### src/rtl/pipeline_pkg.sv
// Shared pipeline definitions: opcode constants, the register-write predicate
// and the forwarding history entry type.
package pipeline_pkg;

   localparam logic [3:0] OP_BRANCH = 4'b0010;
   localparam logic [3:0] OP_SW     = 4'b0011;
   localparam logic [3:0] OP_ADD    = 4'b1100;

   // Entry fields are sized for the widest configuration; users zero-extend
   // narrower indices and data into them.
   localparam int MAX_INDEX_W = 16;
   localparam int MAX_DATA_W  = 128;

   typedef struct packed {
      logic                   valid;
      logic [MAX_INDEX_W-1:0] index;
      logic [MAX_DATA_W-1:0]  data;
   } fwd_entry_t;

   function automatic logic is_reg_write(input logic [3:0] opcode);
      return (opcode != OP_BRANCH) && (opcode != OP_SW);
   endfunction

endpackage

### src/rtl/fwd_match_port.sv
// One operand-read port: youngest-first priority mux over the live writeback
// bypass, the history slots and finally the register-file read data.
module fwd_match_port
   import pipeline_pkg::*;
#(
   parameter int REG_INDEX_BIT_WIDTH = 4,
   parameter int BITWIDTH            = 32,
   parameter int DEPTH               = 3
) (
   input  logic                           force_miss,
   input  fwd_entry_t                     bypass,
   input  fwd_entry_t [DEPTH-1:0]         history,
   input  logic [REG_INDEX_BIT_WIDTH-1:0] rd_index,
   input  logic [BITWIDTH-1:0]            rd_data,
   output logic [BITWIDTH-1:0]            fwd_data,
   output logic                           fwd_hit
);

   logic [MAX_INDEX_W-1:0] key;
   logic                   unused_entry_bits;

   // Sources are scanned oldest to youngest so the youngest match overwrites.
   always_comb begin
      key                          = '0;
      key[REG_INDEX_BIT_WIDTH-1:0] = rd_index;
      fwd_data                     = rd_data;
      fwd_hit                      = 1'b0;
      for (int k = DEPTH - 1; k >= 0; k--) begin
         if (history[k].valid && (history[k].index == key)) begin
            fwd_hit  = 1'b1;
            fwd_data = history[k].data[BITWIDTH-1:0];
         end
      end
      if (bypass.valid && (bypass.index == key)) begin
         fwd_hit  = 1'b1;
         fwd_data = bypass.data[BITWIDTH-1:0];
      end
      if (force_miss) begin
         fwd_hit  = 1'b0;
         fwd_data = rd_data;
      end
   end

   assign unused_entry_bits = ^{bypass, history};

endmodule

### src/rtl/forwarding_history_unit.sv
// Writeback forwarding unit: DEPTH-entry history of retired register writes,
// per-port youngest-first forwarding, and a saturating forward-hit counter.
module forwarding_history_unit
   import pipeline_pkg::*;
#(
   parameter int REG_INDEX_BIT_WIDTH = 4,
   parameter int BITWIDTH            = 32,
   parameter int DEPTH               = 3,
   parameter int NUM_READ_PORTS      = 2,
   parameter int CNT_WIDTH           = 16
) (
   input  logic                                          clk,
   input  logic                                          rst,
   input  logic                                          stall,
   input  logic                                          flush,
   input  logic                                          wb_valid,
   input  logic [3:0]                                    wb_opcode,
   input  logic [REG_INDEX_BIT_WIDTH-1:0]                wb_index,
   input  logic [BITWIDTH-1:0]                           wb_data,
   input  logic [NUM_READ_PORTS*REG_INDEX_BIT_WIDTH-1:0] rd_index,
   input  logic [NUM_READ_PORTS*BITWIDTH-1:0]            rd_data,
   output logic [NUM_READ_PORTS*BITWIDTH-1:0]            fwd_data,
   output logic [NUM_READ_PORTS-1:0]                     fwd_hit,
   output logic [CNT_WIDTH-1:0]                          fwd_count
);

   localparam int SUM_W = CNT_WIDTH + $clog2(NUM_READ_PORTS + 1);

   fwd_entry_t [DEPTH-1:0] history_q, history_d;
   fwd_entry_t             live_entry;
   logic [CNT_WIDTH-1:0]   fwd_count_q, fwd_count_d;
   logic [SUM_W-1:0]       hit_sum;

   // A non-writing instruction yields an invalid entry, which doubles as the bubble.
   always_comb begin
      live_entry                                = '0;
      live_entry.valid                          = wb_valid && is_reg_write(wb_opcode);
      live_entry.index[REG_INDEX_BIT_WIDTH-1:0] = wb_index;
      live_entry.data[BITWIDTH-1:0]             = wb_data;
   end

   always_comb begin
      history_d = history_q;
      if (flush) begin
         for (int k = 0; k < DEPTH; k++) history_d[k].valid = 1'b0;
      end else if (!stall) begin
         for (int k = DEPTH - 1; k > 0; k--) history_d[k] = history_q[k-1];
         history_d[0] = live_entry;
      end
   end

   always_comb begin
      hit_sum = SUM_W'(fwd_count_q);
      for (int p = 0; p < NUM_READ_PORTS; p++) hit_sum = hit_sum + SUM_W'(fwd_hit[p]);
      if (hit_sum > SUM_W'({CNT_WIDTH{1'b1}})) fwd_count_d = '1;
      else                                     fwd_count_d = hit_sum[CNT_WIDTH-1:0];
   end

   always_ff @(posedge clk or posedge rst) begin
      if (rst) begin
         history_q   <= '0;
         fwd_count_q <= '0;
      end else begin
         history_q   <= history_d;
         fwd_count_q <= fwd_count_d;
      end
   end

   assign fwd_count = fwd_count_q;

   for (genvar p = 0; p < NUM_READ_PORTS; p++) begin : g_port
      fwd_match_port #(
         .REG_INDEX_BIT_WIDTH(REG_INDEX_BIT_WIDTH),
         .BITWIDTH           (BITWIDTH),
         .DEPTH              (DEPTH)
      ) u_port (
         .force_miss(rst),
         .bypass    (live_entry),
         .history   (history_q),
         .rd_index  (rd_index[p*REG_INDEX_BIT_WIDTH +: REG_INDEX_BIT_WIDTH]),
         .rd_data   (rd_data[p*BITWIDTH +: BITWIDTH]),
         .fwd_data  (fwd_data[p*BITWIDTH +: BITWIDTH]),
         .fwd_hit   (fwd_hit[p])
      );
   end

endmodule

### config.mk
export PLATFORM = sky130hd
export DESIGN_NAME = forwarding_history_unit
export DESIGN_NICKNAME = d
export VERILOG_FILES = /design/src/rtl/pipeline_pkg.sv /design/src/rtl/fwd_match_port.sv /design/src/rtl/forwarding_history_unit.sv
export SDC_FILE = /design/constraint.sdc
export NUM_CORES = 1
export LEC_CHECK = 0
export ABC_AREA = 0
export BUFFER_PORTS_ARGS = -buffer_cell sky130_fd_sc_hd__buf_2
export CORE_MARGIN = 4
export CORE_UTILIZATION = 55
export DETAILED_ROUTE_END_ITERATION = 8
export PLACE_DENSITY_LB_ADDON = 0.12
export SYNTH_ARGS = -nofsm -noshare
export SYNTH_HDL_FRONTEND = slang
export SYNTH_SLANG_ARGS = --single-unit
### constraint.sdc
create_clock -name clk -period 10.86 [get_ports clk]
set_input_delay 2.172 -clock clk [delete_from_list [all_inputs] [get_ports clk]]
set_output_delay 2.172 -clock clk [all_outputs]
set_load 0.05 [all_outputs]
==> impl_metrics.prom <==
# TYPE chip_impl_metric gauge
chip_impl_metric{name="layout-drive-gt1-share",unit="%"} 35.50
chip_impl_metric{name="crit_arrival",unit="ns"} 4.91
chip_impl_metric{name="mappedNetlistArea",unit="um^2"} 8244
chip_impl_metric{name="dieWidth",unit="um"} 130.4
chip_impl_metric{name="die_h",unit="um"} 130.4
chip_impl_metric{name="ys_async_sr_fraction",unit="%"} 100.0
chip_impl_metric{name="report.final.hold_viol_count",unit=""} 0
chip_impl_metric{name="tritoncts.num_buffers",unit=""} 17
chip_impl_metric{name="antenna_violations_before_repair",unit=""} 1
chip_impl_metric{name="detail_route.drc_violations",unit=""} 0
chip_impl_metric{name="grt_overflow",unit=""} 0
chip_impl_info{name="cell_at_the_slowest_stage_of_the_critical_path",value="sky130_fd_sc_hd__buf_4"} 1
chip_impl_metric{name="port_bufs",unit=""} 197
chip_impl_metric{name="relSlewSlack",unit="%"} 27.81
chip_impl_metric{name="synth.top_cell.area_share",unit="%"} 38.55
chip_impl_metric{name="final_core_utilization",unit="%"} 66.77
chip_impl_info{name="cp-start-kind",value="primary input"} 1
chip_impl_metric{name="boundaryPins",unit=""} 199
chip_impl_metric{name="max_freq",unit="MHz"} 141.2
chip_impl_metric{name="synth-warning-count",unit=""} 0
chip_impl_metric{name="final.setup_skew",unit="ns"} 0.005333
chip_impl_metric{name="holdPathStages",unit=""} 1
chip_impl_metric{name="placement_rows",unit=""} 44
chip_impl_metric{name="syn-num-nets",unit=""} 1054
chip_impl_metric{name="clk_path_buf_depth",unit=""} 2
chip_impl_metric{name="ant_nets",unit=""} 0
chip_impl_info{name="grt_setup_unrepaired",value="no"} 1
chip_impl_metric{name="post-route-period-util",unit="%"} 65.23
chip_impl_metric{name="postLayoutCellArea",unit="um^2"} 9741
chip_impl_metric{name="gp_routability_congestion",unit=""} 0.7916
chip_impl_metric{name="regToRegSetupSlack",unit="ns"} 6.73
chip_impl_metric{name="powerDensity",unit="nW/um^2"} 162.2
chip_impl_metric{name="initial_core_util",unit="%"} 56.51
chip_impl_metric{name="report.power.total",unit="uW"} 1580
chip_impl_metric{name="synth_seq_cells",unit=""} 127
chip_impl_metric{name="initialDrtViolationCount",unit=""} 728
chip_impl_metric{name="crit_fanout",unit=""} 78
chip_impl_metric{name="p_leak",unit="uW"} 0.004288
chip_impl_info{name="cts_tree",value="built"} 1
chip_impl_metric{name="grt_start_max_net_pins",unit=""} 79
chip_impl_info{name="synth_area_leaders",value="sky130_fd_sc_hd__dfrtp_1 39%, sky130_fd_sc_hd__mux2_2 14%, sky130_fd_sc_hd__nand2_1 9.7%"} 1
chip_impl_metric{name="synthDistinctLibCells",unit=""} 46
chip_impl_info{name="holdCritPathClass",value="register to register"} 1
chip_impl_metric{name="netlist_instances",unit=""} 935
chip_impl_metric{name="slew_violations",unit=""} 0
chip_impl_metric{name="drt-pass1-iter-count",unit=""} 6
chip_impl_metric{name="layout.cells.non_filler",unit=""} 1277
chip_impl_metric{name="synth-edff-count",unit=""} 0
chip_impl_metric{name="first_global_vias",unit=""} 7331
chip_impl_metric{name="maxCapViolCount",unit=""} 0
chip_impl_info{name="critical_path.cell_chain",value="buf_2 -> inv_6 -> buf_4 -> and2_1 -> buf_4 -> a31oi_1 -> buf_2"} 1
chip_impl_metric{name="post_drt_wl_per_cell",unit="um"} 18.75
chip_impl_metric{name="final_period_minus_worst_setup_slack",unit="ns"} 7.084
chip_impl_info{name="outcome",value="completed"} 1
chip_impl_info{name="worstReg2RegStart",value="history_q[418]"} 1
chip_impl_metric{name="vdd.ir_drop.worst",unit="uV"} 93.46
chip_impl_metric{name="drt-total-wl",unit="um"} 23940
chip_impl_metric{name="setup_violations",unit=""} 0
chip_impl_metric{name="timing_worst_slew_pin_value",unit="ns"} 1.080
chip_impl_info{name="synth_top_cells_by_count",value="212 x sky130_fd_sc_hd__nand2_1, 127 x sky130_fd_sc_hd__dfrtp_1, 106 x sky130_fd_sc_hd__mux2_2"} 1
chip_impl_metric{name="clkTransAtPathRegs",unit="ns"} 0.05
chip_impl_info{name="yosys_most_used_dff",value="sky130_fd_sc_hd__dfrtp_1"} 1
chip_impl_metric{name="core-area",unit="um^2"} 14590
chip_impl_info{name="min-delay-start",value="history_q[306]"} 1
chip_impl_metric{name="worst_skew_pair.late_latency",unit="ns"} 0.41
chip_impl_metric{name="layout.nets",unit=""} 1200
chip_impl_metric{name="critical_path_required",unit="ns"} 8.69
chip_impl_metric{name="routed_via_density",unit=""} 6.157
chip_impl_metric{name="grt_usage",unit="%"} 27.92
chip_impl_metric{name="placed_cells",unit=""} 1246
chip_impl_info{name="worstSetupPathType",value="primary input to primary output"} 1
chip_impl_info{name="yosys.cell_count.top_type",value="sky130_fd_sc_hd__nand2_1"} 1
chip_impl_metric{name="layout-area-overhead-vs-synth",unit="%"} 18.15
chip_impl_metric{name="place_area",unit="um^2"} 9208
chip_impl_info{name="end_kind",value="primary output"} 1
chip_impl_metric{name="die_area",unit="um^2"} 17010
chip_impl_metric{name="grt_first_pass_wirelength",unit="um"} 37560
chip_impl_metric{name="post-cts-setup-buffer-count",unit=""} 0
chip_impl_metric{name="avgSynthCellArea",unit="um^2"} 8.817
chip_impl_metric{name="post_cts.resized_instances",unit=""} 0
chip_impl_metric{name="postCtsHoldBufs",unit=""} 0
chip_impl_info{name="hold_end",value="history_q[306]"} 1
chip_impl_metric{name="antenna_cells_inserted",unit=""} 0
chip_impl_info{name="clockRootBuffer",value="sky130_fd_sc_hd__clkbuf_16"} 1
chip_impl_metric{name="clock_sink_count",unit=""} 127
chip_impl_metric{name="tns",unit="ns"} 0
chip_impl_metric{name="sequential_to_total_area_share_from_yosys_stat",unit="%"} 38.55
chip_impl_info{name="r2r_end",value="fwd_count[5]"} 1
chip_impl_info{name="netlist.top_cell.by_area",value="sky130_fd_sc_hd__dfrtp_1"} 1
chip_impl_metric{name="worst_reg2reg_path_length_in_cells",unit=""} 12
chip_impl_metric{name="via_count",unit=""} 7863
chip_impl_metric{name="max_stage_delay",unit="ns"} 0.64
chip_impl_metric{name="dp_hpwl",unit="um"} 14740
chip_impl_metric{name="h-tree-depth",unit=""} 4
[registers in the layout (all words and copies together) (netlist names)]
name       count
history_q    111
fwd_count     16
[worst max-delay path by stage]
| stage | cells after the start | start | end | slack (ns) |
|---|---|---|---|---|
| 3_5_place_dp | 7 | rst | fwd_data[35] | 3.78 |
| 6_report | 7 | rst | fwd_data[35] | 3.78 |
| 4_1_cts | 7 | rst | fwd_data[35] | 3.78 |
| 3_3_place_gp | 7 | rst | fwd_data[35] | 3.78 |
| 5_1_grt | 7 | rst | fwd_data[42] | 3.56 |
| 2_1_floorplan | 4 | rst | fwd_data[55] | 1.18 |
[logic make-up (layout without fill, tap and decap cells)]
| group | count (synthesis) | in the layout | synth area share [%] |
|---|---|---|---|
| simple gates | 330 | 330 | 17.03 |
| compound gates | 241 | 241 | 20.31 |
| flops | 127 | 127 | 38.55 |
| mux | 109 | 109 | 14.84 |
| buf+inv | 91 | 249 | 5.160 |
| xor+xnor | 35 | 35 | 3.718 |
| fa+ha+maj | 2 | 2 | 0.3946 |
[worst max-delay path, delay by kind of cell]
family,cells,cell delay (ns)
simple gates,1,0.21
compound gates,1,0.21
buf+inv,5,2.27
[per-stage QoR]
| stage | hold slack, ns | worst slack [ns] |
|---|---|---|
| floorplan | 0.5031 | 1.180 |
| global placement | 0.5164 | 3.780 |
| detailed placement | 0.5194 | 3.780 |
| CTS | 0.5321 | 3.778 |
| global route | 0.5548 | 3.563 |
| finish | 0.5307 | 3.776 |
[metal layers]
layer  track usage (%)  vias to the layer above  wire, um
li1                  -                     3677         -
met1             38.10                     3777      9946
met2             44.87                      367     11430
met3             5.528                       40      2150
met4             9.619                        2       399
met5                 0                        -        13
[cell type report]
type	instances	area [um^2]
inverter	6	27.53
timing repair buffer	212	1099
sequential	127	3178
multi-input combinational	717	4673
fill	1297	4848
clock buffer	23	467.9
tap	184	230.2
clock inverter	8	65.06
[report_power, final]
part	total [uW]	leakage, uW	internal [uW]	switching (uW)
registers	671	0.00154	576	94.8
clock network	523	0.000270	322	201
logic	386	0.00248	163	222
[placed cells by master, fill, tap and decap left out, types with 4 or more instances in the layout]
cell type / synthesis / routed
sky130_fd_sc_hd__clkbuf_16: 0 / 17
sky130_fd_sc_hd__xnor2_1: 10 / 10
sky130_fd_sc_hd__nand3_1: 14 / 12
sky130_fd_sc_hd__buf_2: 16 / 197
sky130_fd_sc_hd__a31o_1: 30 / 30
sky130_fd_sc_hd__and3_1: 5 / 5
sky130_fd_sc_hd__dfrtp_1: 127 / 127
sky130_fd_sc_hd__nor2_1: 49 / 47
sky130_fd_sc_hd__o21ai_0: 37 / 37
sky130_fd_sc_hd__clkinv_2: 0 / 7
sky130_fd_sc_hd__a311o_1: 31 / 31
sky130_fd_sc_hd__xor2_1: 25 / 25
sky130_fd_sc_hd__a31oi_1: 65 / 65
sky130_fd_sc_hd__mux2_2: 106 / 106
sky130_fd_sc_hd__o22ai_1: 63 / 63
sky130_fd_sc_hd__or2_2: 31 / 31
sky130_fd_sc_hd__nand2b_1: 4 / 4
sky130_fd_sc_hd__nand2_1: 212 / 212
sky130_fd_sc_hd__buf_4: 5 / 15
sky130_fd_sc_hd__a21oi_1: 4 / 4
sky130_fd_sc_hd__clkbuf_1: 51 / 4
No activity file was read; power rests on OpenSTA's default activity.
